===== src/rtl/adpcm_pkg.sv =====
// Shared constants and types for the ADPCM scale-factor adaptation stage.
package adpcm_pkg;

  localparam int W_WI = 12;
  localparam int W_Y  = 13;
  localparam int W_YL = 19;
  localparam int W_AL = 7;

  localparam logic [W_Y-1:0]  YU_MIN   = 13'd544;
  localparam logic [W_Y-1:0]  YU_MAX   = 13'd5120;
  localparam logic [W_YL-1:0] YL_RESET = 19'd34816;

  typedef enum logic [3:0] {
    S_IDLE,
    S_UPD,
    S_MUL0,
    S_MUL1,
    S_MUL2,
    S_MUL3,
    S_MUL4,
    S_MUL5,
    S_MUL6,
    S_DONE
  } sfa_state_t;

endpackage


===== src/rtl/sfa_serial_mul.sv =====
// 13x7 unsigned shift-add multiplier, one multiplier bit per cycle, LSB first.
// start is asserted for the first bit cycle; done is asserted combinationally in the
// seventh cycle together with the final product (already shifted right by 6).
// Operands must be held stable from start through done.
module sfa_serial_mul
  import adpcm_pkg::*;
(
  input  logic              clk,
  input  logic              reset,
  input  logic              start_i,
  input  logic [W_Y-1:0]    a_i,
  input  logic [W_AL-1:0]   b_i,
  output logic              done_o,
  output logic [13:0]       prod_o
);

  logic [19:0] acc_q, acc_d;
  logic [2:0]  cnt_q, cnt_d;
  logic        busy_q, busy_d;
  logic [2:0]  idx;
  logic        step;

  // Accumulate a<<idx for the current multiplier bit; start restarts from zero.
  always_comb begin
    step   = start_i | busy_q;
    idx    = start_i ? 3'd0 : cnt_q;
    acc_d  = acc_q;
    cnt_d  = cnt_q;
    busy_d = busy_q;
    done_o = 1'b0;
    if (step) begin
      acc_d  = (start_i ? 20'd0 : acc_q) + (b_i[idx] ? ({7'b0, a_i} << idx) : 20'd0);
      cnt_d  = idx + 3'd1;
      busy_d = (idx != 3'd6);
      done_o = (idx == 3'd6);
    end
    prod_o = acc_d[19:6];
  end

  // Accumulator, bit counter and busy flag.
  always_ff @(posedge clk) begin
    if (reset) begin
      acc_q  <= '0;
      cnt_q  <= '0;
      busy_q <= 1'b0;
    end else begin
      acc_q  <= acc_d;
      cnt_q  <= cnt_d;
      busy_q <= busy_d;
    end
  end

endmodule


===== src/rtl/scale_factor_adapt.sv =====
// Quantizer scale-factor adaptation: FILTD/LIMB/FILTE update of YU/YL, then the
// AL-weighted mix into the next-sample Y using a serial multiplier.
// Optional macro LIMIT_STATUS_EN adds the sticky lim_flags output.
module scale_factor_adapt
  import adpcm_pkg::*;
#(
  parameter logic [W_Y-1:0]  YU_RST = 13'd544,
  parameter logic [W_YL-1:0] YL_RST = YL_RESET
) (
  input  logic              clk,
  input  logic              reset,
  input  logic              wi_valid,
  input  logic [W_WI-1:0]   wi,
  input  logic [W_AL-1:0]   al,
  output logic              wi_ready,
  output logic [W_Y-1:0]    y,
  output logic [W_YL-1:0]   yl,
  output logic              y_valid
`ifdef LIMIT_STATUS_EN
  ,
  output logic [1:0]        lim_flags
`endif
);

  sfa_state_t state_q, state_d;

  logic [W_WI-1:0] wi_q;
  logic [W_AL-1:0] al_q;
  logic [W_Y-1:0]  yu_q;
  logic [W_YL-1:0] ylf_q;   // working YL
  logic [W_Y-1:0]  y_q;
  logic [W_YL-1:0] yl_q;    // published YL

  logic accept;
  assign accept = wi_valid && (state_q == S_IDLE);

  // FSM state register.
  always_ff @(posedge clk) begin
    if (reset) state_q <= S_IDLE;
    else       state_q <= state_d;
  end

  // Fixed-length sequence: one update cycle, seven multiply cycles, one done cycle.
  always_comb begin
    state_d = state_q;
    case (state_q)
      S_IDLE:  if (wi_valid) state_d = S_UPD;
      S_UPD:   state_d = S_MUL0;
      S_MUL0:  state_d = S_MUL1;
      S_MUL1:  state_d = S_MUL2;
      S_MUL2:  state_d = S_MUL3;
      S_MUL3:  state_d = S_MUL4;
      S_MUL4:  state_d = S_MUL5;
      S_MUL5:  state_d = S_MUL6;
      S_MUL6:  state_d = S_DONE;
      S_DONE:  state_d = S_IDLE;
      default: state_d = S_IDLE;
    endcase
  end

  // Capture WI/AL on accept; held for the whole computation.
  always_ff @(posedge clk) begin
    if (reset) begin
      wi_q <= '0;
      al_q <= '0;
    end else if (accept) begin
      wi_q <= wi;
      al_q <= al;
    end
  end

  // FILTD: ((WI<<5) - y) >> 5 taken directly as WI - ceil(y/32), 12 bits.
  logic [11:0] difsx_lo;
  logic [12:0] difsx, yut, yup;
  logic        clamp_lo, clamp_hi;
  // FILTE: (YUP - YL) >> 6 taken as hi-part difference minus low-part borrow, 14 bits.
  logic [13:0] d_hi;
  logic [18:0] dx, ylp;

  // Update datapath, evaluated from the old y and working YL.
  always_comb begin
    difsx_lo = wi_q - {4'b0, y_q[12:5]} - {11'b0, |y_q[4:0]};
    difsx    = {difsx_lo[11], difsx_lo};
    yut      = y_q + difsx;
    clamp_lo = (yut < YU_MIN);
    clamp_hi = (yut > YU_MAX);
    yup      = clamp_lo ? YU_MIN : (clamp_hi ? YU_MAX : yut);
    d_hi     = {7'b0, yup[12:6]} - {1'b0, ylf_q[18:6]}
               - {13'b0, (ylf_q[5:0] > yup[5:0])};
    dx       = {{5{d_hi[13]}}, d_hi};
    ylp      = ylf_q + dx;
  end

  // MIX: signed difference YU - YL>>6 as sign/magnitude for the unsigned multiplier.
  logic [12:0] yl_sh, difm, y_nxt;
  logic [13:0] dif14, dif_neg, prodm, prod;
  logic        difs, mul_done;

  always_comb begin
    yl_sh   = ylf_q[18:6];
    dif14   = {1'b0, yu_q} - {1'b0, yl_sh};
    difs    = dif14[13];
    dif_neg = 14'd0 - dif14;
    difm    = difs ? dif_neg[12:0] : dif14[12:0];
    prod    = difs ? (14'd0 - prodm) : prodm;
    y_nxt   = yl_sh + prod[12:0];
  end

  sfa_serial_mul u_mul (
    .clk     (clk),
    .reset   (reset),
    .start_i (state_q == S_MUL0),
    .a_i     (difm),
    .b_i     (al_q),
    .done_o  (mul_done),
    .prod_o  (prodm)
  );

  // Scale-factor state: YU/YL on the update edge, y/yl when the product is ready.
  always_ff @(posedge clk) begin
    if (reset) begin
      yu_q  <= YU_RST;
      ylf_q <= YL_RST;
      y_q   <= YU_RST;
      yl_q  <= YL_RST;
    end else begin
      if (state_q == S_UPD) begin
        yu_q  <= yup;
        ylf_q <= ylp;
      end
      if (mul_done) begin
        y_q  <= y_nxt;
        yl_q <= ylf_q;
      end
    end
  end

`ifdef LIMIT_STATUS_EN
  logic [1:0] flags_q;

  // Sticky clamp flags, cleared when the next sample is accepted.
  always_ff @(posedge clk) begin
    if (reset)                  flags_q <= 2'b00;
    else if (accept)            flags_q <= 2'b00;
    else if (state_q == S_UPD)  flags_q <= flags_q | {clamp_hi, clamp_lo};
  end

  assign lim_flags = flags_q;
`endif

  assign wi_ready = (state_q == S_IDLE);
  assign y_valid  = (state_q == S_DONE);
  assign y        = y_q;
  assign yl       = yl_q;

endmodule

===== config.mk =====
export PLATFORM = sky130hd
export DESIGN_NAME = scale_factor_adapt
export DESIGN_NICKNAME = d
export VERILOG_FILES = /design/src/rtl/adpcm_pkg.sv /design/src/rtl/sfa_serial_mul.sv /design/src/rtl/scale_factor_adapt.sv
export SDC_FILE = /design/constraint.sdc
export NUM_CORES = 1
export LEC_CHECK = 0
export ABC_CLOCK_PERIOD_IN_PS = 25700
export CAP_MARGIN = 30
export CORE_AREA = 2 2 131 165
export DETAILED_ROUTE_END_ITERATION = 8
export DIE_AREA = 0 0 133 167
export GPL_ROUTABILITY_DRIVEN = 0
export PLACE_DENSITY = 0.68
export SYNTH_ARGS = -nofsm -noshare
export SYNTH_HDL_FRONTEND = slang
export SYNTH_SLANG_ARGS = --single-unit

===== constraint.sdc =====
create_clock -name clk -period 25.7 [get_ports clk]
set_clock_uncertainty 0.2 [all_clocks]
set_input_delay 3.855 -clock clk [delete_from_list [all_inputs] [get_ports clk]]
set_output_delay 3.855 -clock clk [all_outputs]
set_load 0.1 [all_outputs]

**Word-level counts from Yosys, hierarchy flattened**

Index checks and enable logic that the tools add are counted.

- Output and inout port bits: 34
- Bits of input ports: 22
- Flip-flop bits (word level): 111

- Muxes and demuxes: 13
- Bitwise logic cells: 1
- Equality and inequality tests: 12
- Reduce and logical (&&, ||, !) cells: 3
- Shift-type cells: 1
- Magnitude comparators: 4
- $add $sub $neg: 12

Operators by type and width:

| operator | count |
|---|---|
| 20-bit 2-to-1 mux | 3 |
| 13-bit 2-to-1 mux | 4 |
| 4-bit case mux with 9 select lines | 1 |
| 13-bit adder | 2 |
| 1-bit by 13-bit subtractor with 13-bit output (first input constant) | 2 |
| 20-bit adder | 1 |
| 13-bit by 3-bit left shift with 20-bit output | 1 |
| 19-bit adder | 1 |
| 4-bit by 3-bit equality test with 1-bit output (second input constant) | 4 |
| 13-bit by 13-bit subtractor with 14-bit output | 1 |
| 14-bit by 1-bit subtractor with 14-bit output | 1 |
| 7-bit by 13-bit subtractor with 14-bit output | 1 |
| 13-bit greater-than comparator (second input constant) | 1 |
| 13-bit by 10-bit < comparator with 1-bit output (second input constant) | 1 |
| 12-bit by 1-bit subtractor with 12-bit output | 1 |
| 12-bit by 8-bit subtractor with 12-bit output | 1 |
| 4-bit by 2-bit equality test with 1-bit output (second input constant) | 2 |
| 4-bit equality test (second input constant) | 2 |
| 6-bit greater-than comparator | 1 |
| 5-bit OR reduction | 1 |
| 4-bit by 1-bit equality test with 1-bit output (second input constant) | 1 |
| 4-bit zero test | 1 |
| 3-bit by 4-bit < comparator with 1-bit output (second input constant) | 1 |
| 4-bit 2-to-1 mux | 1 |
| other kinds (9) | 10 |

**Depth between registers and ports, before layout**

Gate-level depths: netlist of run 1.

- Depth after elaboration: 10
- Depth in mapped cells: 52
- Depth with buffers taken out: 51

**By module**

From an unflattened synthesis of run 1, not the netlist that was laid out.

- Cells, all modules: 1311
- Area, all modules: 10105.9 um^2

By module, submodules not included:

| module | instances | cells an instance | sequential area each (um^2) | area each (um^2) |
|---|---|---|---|---|
| scale_factor_adapt | 1 | 950 | 1741.7 | 7477.2 |
| sfa_serial_mul | 1 | 361 | 480.5 | 2628.8 |

**Least setup slack after synthesis of run 1**

Ideal clock, no wire load.

- Kind: register to register
- Start: register y_q[1], in the netlist y[1]
- End: register ylf_q[18]
- Arrival time: 9240 ps
- Path buffers: 1
- Library setup time: 81 ps
- Slack: 16179 ps
- Clock period less this slack: 9521 ps
- Cell stages (with the launch flop): 48
- Path through: dfxtp_1 nor2_1 nand2_1 fa_1 inv_1 fa_1 or2b_1 a21oi_1 o21ai_0 a21oi_1 o21bai_1 a21oi_1 xnor2_1 ha_1 or2_2 o2111ai_1 a21boi_0 o221ai_1 (+12 left out) fa_1 inv_1 fa_1 a21boi_0 o21a_1 o21a_1 o21a_1 nor2_1 ha_1 or4_1 a21oi_1 nor3_1 o31ai_1 a21oi_1 a211oi_1 nor3_1 or4_1 a41oi_1

- Longest elaborated chain between the ends: 9
- Elaborated cells between the ends (all ways): 11

RTL lines:

| item | line | text |
|---|---|---|
| start, declared | scale_factor_adapt.sv:31 | `logic [W_Y-1:0] y_q;` |
| start signal, assigned | scale_factor_adapt.sv:132 | `y_q <= y_nxt;` |
| 5-bit OR reduction | scale_factor_adapt.sv:82 | `difsx_lo = wi_q - {4'b0, y_q[12:5]} - {11'b0, \|y_q[4:0]};` |
| 12-bit by 1-bit subtractor with 12-bit output | scale_factor_adapt.sv:82 |  |
| 13-bit adder (*) | scale_factor_adapt.sv:84 | `yut = y_q + difsx;` |
| 13-bit greater-than comparator | scale_factor_adapt.sv:86 | `clamp_hi = (yut > YU_MAX);` |
| 13-bit 2-to-1 mux | scale_factor_adapt.sv:87 | `yup = clamp_lo ? YU_MIN : (clamp_hi ? YU_MAX : yut);` |
| 13-bit 2-to-1 mux (*) | scale_factor_adapt.sv:87 |  |
| 7-bit by 13-bit subtractor with 14-bit output or 6-bit greater-than comparator (tied branches) | scale_factor_adapt.sv:88, scale_factor_adapt.sv:89 |  |
| 14-bit by 1-bit subtractor with 14-bit output (*) | scale_factor_adapt.sv:89 | `- {13'b0, (ylf_q[5:0] > yup[5:0])};` |
| 19-bit adder (*) | scale_factor_adapt.sv:91 | `ylp = ylf_q + dx;` |
| end signal, assigned | scale_factor_adapt.sv:129 | `ylf_q <= ylp;` |
| end, declared | scale_factor_adapt.sv:30 | `logic [W_YL-1:0] ylf_q;` |

Mark *: on every way between the ends. The rest lies on a longest branch, timed or not.
A chain may end at the register's enable or synchronous reset.

**Worst setup path after layout of run 1**

Ends and elaborated chain as after synthesis.

==> out/results.txt, run 1 <==
Outcome -> finished clean
Synth Area per Inst -> 7.351 µm²
Met1 GRT Util -> 0.3048
DP Area -> 0.01088 mm²
Yosys warning count -> 0
Hold Buf Count CTS -> 0
Die width -> 133 µm
Slew Viols, Final -> 0
Setup violation total in the final timing report -> 0
Ant. Diodes -> 0
Area Growth Syn to Fin -> 10.08%
CP max stage delay -> 530 ps
Total Routed Length -> 26.94 mm
Synth area leaders -> dfxtp_1, ha_1, a21oi_1, nand2_1, nor2_1
Post-Place Worst Slack -> 15970 ps
Gr usage total -> 0.2474
Yosys top cell area share -> 0.2169
Flip-flop and latch count after synthesis -> 110
Filler Cell Count -> 2046
Crit path arrival time -> 9930 ps
Final Cell Area -> 0.01118 mm²
HP Class -> flop to flop
Crit Path Class -> flop to flop
CTS Buf Count -> 9
Final min period -> 9853 ps
CP max-delay cell -> or4_1
Grt peak-use layer -> met2
Die height -> 167 µm
Synth Instances -> 1381
Longest Clk Path Bufs -> 2
IO Port Bufs -> 55
Routed len/inst -> 16.08 µm
Most frequent cells in the layout -> nand2_1, a21oi_1, nor2_1, ha_1, dfxtp_1
Mapped Area -> 0.01015 mm²
Antenna Violating Nets Remaining -> 0
Post-synth net total -> 1527
Core box area -> 0.02060 mm²
Setup Fix Bufs, Post-CTS -> 0
Max Cap Viol -> 0
Initial Util -> 0.4929
Nets@finish -> 1543
CTS tree -> built
First-pass GRT wire length -> 45.26 mm
Relative slew slack -> 0.3155
Worst Setup End Kind -> flop
Seq/Total Area, Yosys -> 0.2169
Proportion of layout cells with a drive suffix above 1 -> 0.03210
Met3 usage -> 0.02831
Met2 Use GR -> 0.4382
Num rows -> 59
Clock Pin Slew Worst Setup and Hold Paths -> 80 ps
Biggest area consumer among synthesized cells -> dfxtp_1
IO Count -> 56
EDFF count, synth -> 0
Initial antenna violation count -> 0
1st-iter DRT viols -> 549
RSZ-0062 raised after global routing -> false
Die area -> 0.02221 mm²
Dpl hpwl -> 20.44 mm
Setup TNS -> 0 ps
Post-Route Utilization -> 0.5426
Largest net degree at the start of global routing -> 72
Number of vias per cell -> 5.711
CP max FO -> 8
Final worst slack -> 15850 ps
DRT Pass-1 Iters -> 7
Clk_lat worst skew -> 370 ps
Main synth FF type -> dfxtp_1
CP dominant cell by count -> a21oi_1
Final Cycle Share -> 0.3834
Slew @ Worst Pin -> 1024 ps
Clk root buf -> clkbuf_16
Post-CTS Resized -> 0
Synth unique cells -> 76
H-tree level count -> 3
GRT overflow -> 0
Startpoint Class -> flop
Vias in the first global route -> 9151
Leading cell type in the layout, fill and taps excluded -> nand2_1
Fmax -> 0.1015 GHz
Clock Sinks -> 110
CP required -> 25780 ps
Number of remaining DRC errors -> 0
Vias -> 9572
Final hold violation count -> 0
Ys async rst share -> 0
## cells in the mapped netlist (all sizes together), types with 12 or more instances
cell    count
nand2     189
and2       25
inv        83
nor2b      12
o21bai     12
a211oi     22
nand3      30
and3       17
o21ai      60
xnor2      55
dfxtp     110
nand2b     12
o21a       18
nor3       48
nor2      132
a31oi      17
xor2       32
a21o       18
clkbuf     53
a21oi     147
ha        115
## per-stage QoR
stage	cells	hold slack, ps
after floorplan	1381	227.3
after global placement	1660	235.7
after detailed placement	1660	247.5
after CTS	1676	259.3
after global routing	1676	281.5
final	1676	258.3
## cells by family after synthesis
| family | Yosys count | synth area share |
|---|---|---|
| AND/OR/NAND/NOR | 527 | 0.2443 |
| AO/OA/AOI/OAI | 378 | 0.2371 |
| buffers and inverters | 143 | 0.05386 |
| adder cells (fa/ha/maj) | 124 | 0.1595 |
| flip-flops | 110 | 0.2169 |
| XOR/XNOR | 88 | 0.07740 |
| multiplexers | 11 | 0.01097 |
## final cells by class
class / instances / area (µm²) / area share
Timing Repair Buffer: 64 / 615.6 / 0.05508
Multi-Input combinational cell: 1128 / 7403 / 0.6625
Tap cell: 274 / 342.8 / 0.03068
Clock buffer: 11 / 232.7 / 0.02082
Clock inverter: 5 / 63.81 / 0.005710
Sequential cell: 110 / 2202 / 0.1970
Inverter: 84 / 315.3 / 0.02821
## path summary, 6_finish.rpt
path	startpoint	to	slack, ps	depth (start not counted)
setup reg to reg	y[1]	ylf_q[18]	15850	46
hold reg to reg	u_mul.acc_q[0]	u_mul.acc_q[0]	260	2
setup / recovery	y[1]	ylf_q[18]	15850	46
hold / removal	u_mul.acc_q[0]	u_mul.acc_q[0]	260	2
## registers in the layout, indices dropped and copies added (netlist names)
register,count
wi_q,12
yu_q,13
u_mul.busy_q,1
u_mul.acc_q,19
al_q,7
u_mul.cnt_q,3
ylf_q,19
yl,19
y,13
state_q,4
## worst max-delay path: cells and delay by family (launching register included)
family | cells | cell delay, ps
AO/OA/AOI/OAI | 22 | 4200
AND/OR/NAND/NOR | 14 | 2660
adder cells (fa/ha/maj) | 7 | 2030
flip-flops | 1 | 420
buffers and inverters | 2 | 120
XOR/XNOR | 1 | 150
## metal layers
layer	part of all wire	up-vias
li1	-	4925
met1	0.45	4424
met2	0.49	174
met3	0.029	49
met4	0.033	0
met5	0	-
Power of run 1 is left out: the tool's default activity adds up to more than one toggle a clock period on the data nets, which glitch-free logic cannot reach.
==> run 2: changes to the inputs <==
--- a/config.mk
+++ b/config.mk
@@ -5,7 +5,7 @@
 export SDC_FILE = /design/constraint.sdc
 export NUM_CORES = 1
 export LEC_CHECK = 0
-export ABC_CLOCK_PERIOD_IN_PS = 25700
+export ABC_CLOCK_PERIOD_IN_PS = 9550
 export CAP_MARGIN = 30
 export CORE_AREA = 2 2 131 165
 export DETAILED_ROUTE_END_ITERATION = 8
==> constraint.sdc (replaced) <==
create_clock -name clk -period 9.55 [get_ports clk]
set_clock_uncertainty 0.2 [all_clocks]
set_input_delay 1.4325 -clock clk [delete_from_list [all_inputs] [get_ports clk]]
set_output_delay 1.4325 -clock clk [all_outputs]
set_load 0.1 [all_outputs]
==> out/results.txt, run 2 (same netlist as run 1, synthesis figures left out) <==
Outcome -> finished clean
R2R Path End -> ylf_q[18]
R2R Path Start -> y[0]
Post-Place Worst Slack -> 65.24 ps (-15910 ps)
Total Routed Length -> 27.57 mm (+2.3%)
R2R Setup Slk -> 540 ps (-15310 ps)
Worst Setup End Kind -> flop
Relative slew slack -> 0.3123 (-0.003162)
IO Port Bufs -> 55 (unchanged)
Startpoint Class -> flop
Hold Path End -> u_mul.acc_q[5]
CTS tree -> built
Final Cycle Share -> 0.9434 (+0.5600)
CP required -> 9640 ps (-16140 ps)
HP Class -> flop to flop
Num rows -> 59 (unchanged)
Final hold violation count -> 0 (unchanged)
Slew Viols, Final -> 0 (unchanged)
Area Growth Syn to Fin -> 12.71%
Final Cell Area -> 0.01144 mm² (+2.4%)
Post-Route Utilization -> 0.5556 (+0.01294)
Final min period -> 9010 ps (-843.7 ps)
Proportion of layout cells with a drive suffix above 1 -> 0.06727 (+0.03518)
Initial antenna violation count -> 0 (unchanged)
Hold Startpoint -> u_mul.acc_q[5]
1st-iter DRT viols -> 552 (+0.55%)
Number of remaining DRC errors -> 0 (unchanged)
Longest Clk Path Bufs -> 2 (unchanged)
Die height -> 167 µm (unchanged)
IO Count -> 56 (unchanged)
Clk root buf -> clkbuf_16
Number of vias per cell -> 5.787 (+1.3%)
Cells after DPL -> 1676 (+0.96%)
Gr usage total -> 0.2466 (-0.0008318)
Crit Path Class -> flop to flop
Nets@finish -> 1568 (+1.6%)
GRT overflow -> 0 (unchanged)
DP Area -> 0.01100 mm² (+1.1%)
Most frequent cells in the layout -> nand2_1, a21oi_1, nor2_1, ha_1, dfxtp_1
CP max-delay cell -> or4_1
H-tree level count -> 3 (unchanged)
Leading cell type in the layout, fill and taps excluded -> nand2_1
Final non-filler cell total -> 1701 (+1.5%)
First-pass GRT wire length -> 45.25 mm (about the same)
Clk_lat worst skew -> 370 ps (about the same)
CP max stage delay -> 540 ps (about the same)
DRT Pass-1 Iters -> 6 (-1)
CTS Buf Count -> 9 (unchanged)
Vias in the first global route -> 9189 (+0.42%)
Final worst slack -> 540.2 ps (-15310 ps)
Routed len/inst -> 16.21 µm (+0.84%)
Slew @ Worst Pin -> 1028 ps (+4.728 ps)
Core box area -> 0.02060 mm² (unchanged)
Die width -> 133 µm (unchanged)
Setup violation total in the final timing report -> 0 (unchanged)
Initial Util -> 0.4929 (unchanged)
Vias -> 9844 (+2.8%)
Antenna Violating Nets Remaining -> 0 (unchanged)
Die area -> 0.02221 mm² (unchanged)
Largest net degree at the start of global routing -> 70 (-2.8%)
Ant. Diodes -> 0 (unchanged)
Clock Sinks -> 110 (unchanged)
Max Cap Viol -> 0 (unchanged)
Fmax -> 0.1110 GHz (+9.4%)
Worst R2R Path Depth -> 47 (+2.2%)
Hold Buf Count CTS -> 0 (unchanged)
Clock Pin Slew Worst Setup and Hold Paths -> 80 ps (about the same)
Dpl hpwl -> 20.74 mm (+1.5%)
CP max FO -> 6 (-2)
Crit path arrival time -> 9100 ps (-830 ps)
Filler Cell Count -> 1977 (-3.4%)
Hold Path Depth -> 2 (unchanged)
[run 2: what timing repair did]
item	4_1_cts	5_1_grt
resized for setup	1	28
gates cloned	0	0
setup buffers	0	9
hold endpoints to repair	0	0
pin swaps	0	7
setup endpoints to repair	1	8
[run 2: worst max path at each step]
stage | start | to | cells past startpoint
after floorplan | y[1] | ylf_q[18] | 47
after global placement | y[1] | ylf_q[18] | 47
after detailed placement | y[1] | ylf_q[18] | 46
after CTS | y[1] | ylf_q[18] | 47
after global routing | y[3] | ylf_q[18] | 44
final | y[0] | ylf_q[18] | 47
[run 2: critical path, delay by kind of cell (launching register included)]
family          cells  cell delay [ps]
xor+xnor            2              470
flops               1              390
buf+inv             2              120
fa+ha+maj           7             2000
compound gates     22             3600
simple gates       14             2140
[run 2: cell type report]
class                   count  area, µm²  area share
clock buffers              10      229.0     0.02001
clock inverters             6      45.04    0.003937
inverters                  84      315.3     0.02756
multi-input cells        1128       7500      0.6554
flip-flops and latches    110       2207      0.1929
well taps                 274      342.8     0.02996
repair buffers             89      803.3     0.07020
[run 2: routing by layer]
metal,GRT usage,share of wire
met2,0.4258,0.48
met4,0.09818,0.036
met3,0.02983,0.030
met1,0.3114,0.45
met5,0,0
[run 2: metrics by stage]
stage | hold slack (ps) | setup TNS, ps
6_report | 255.2 | 0
4_1_cts | 259.3 | 0
3_5_place_dp | 248.3 | 0
2_1_floorplan | 227.3 | 0
5_1_grt | 273.2 | -31.45
3_3_place_gp | 235.1 | 0
Power of run 2 is left out for the same reason.
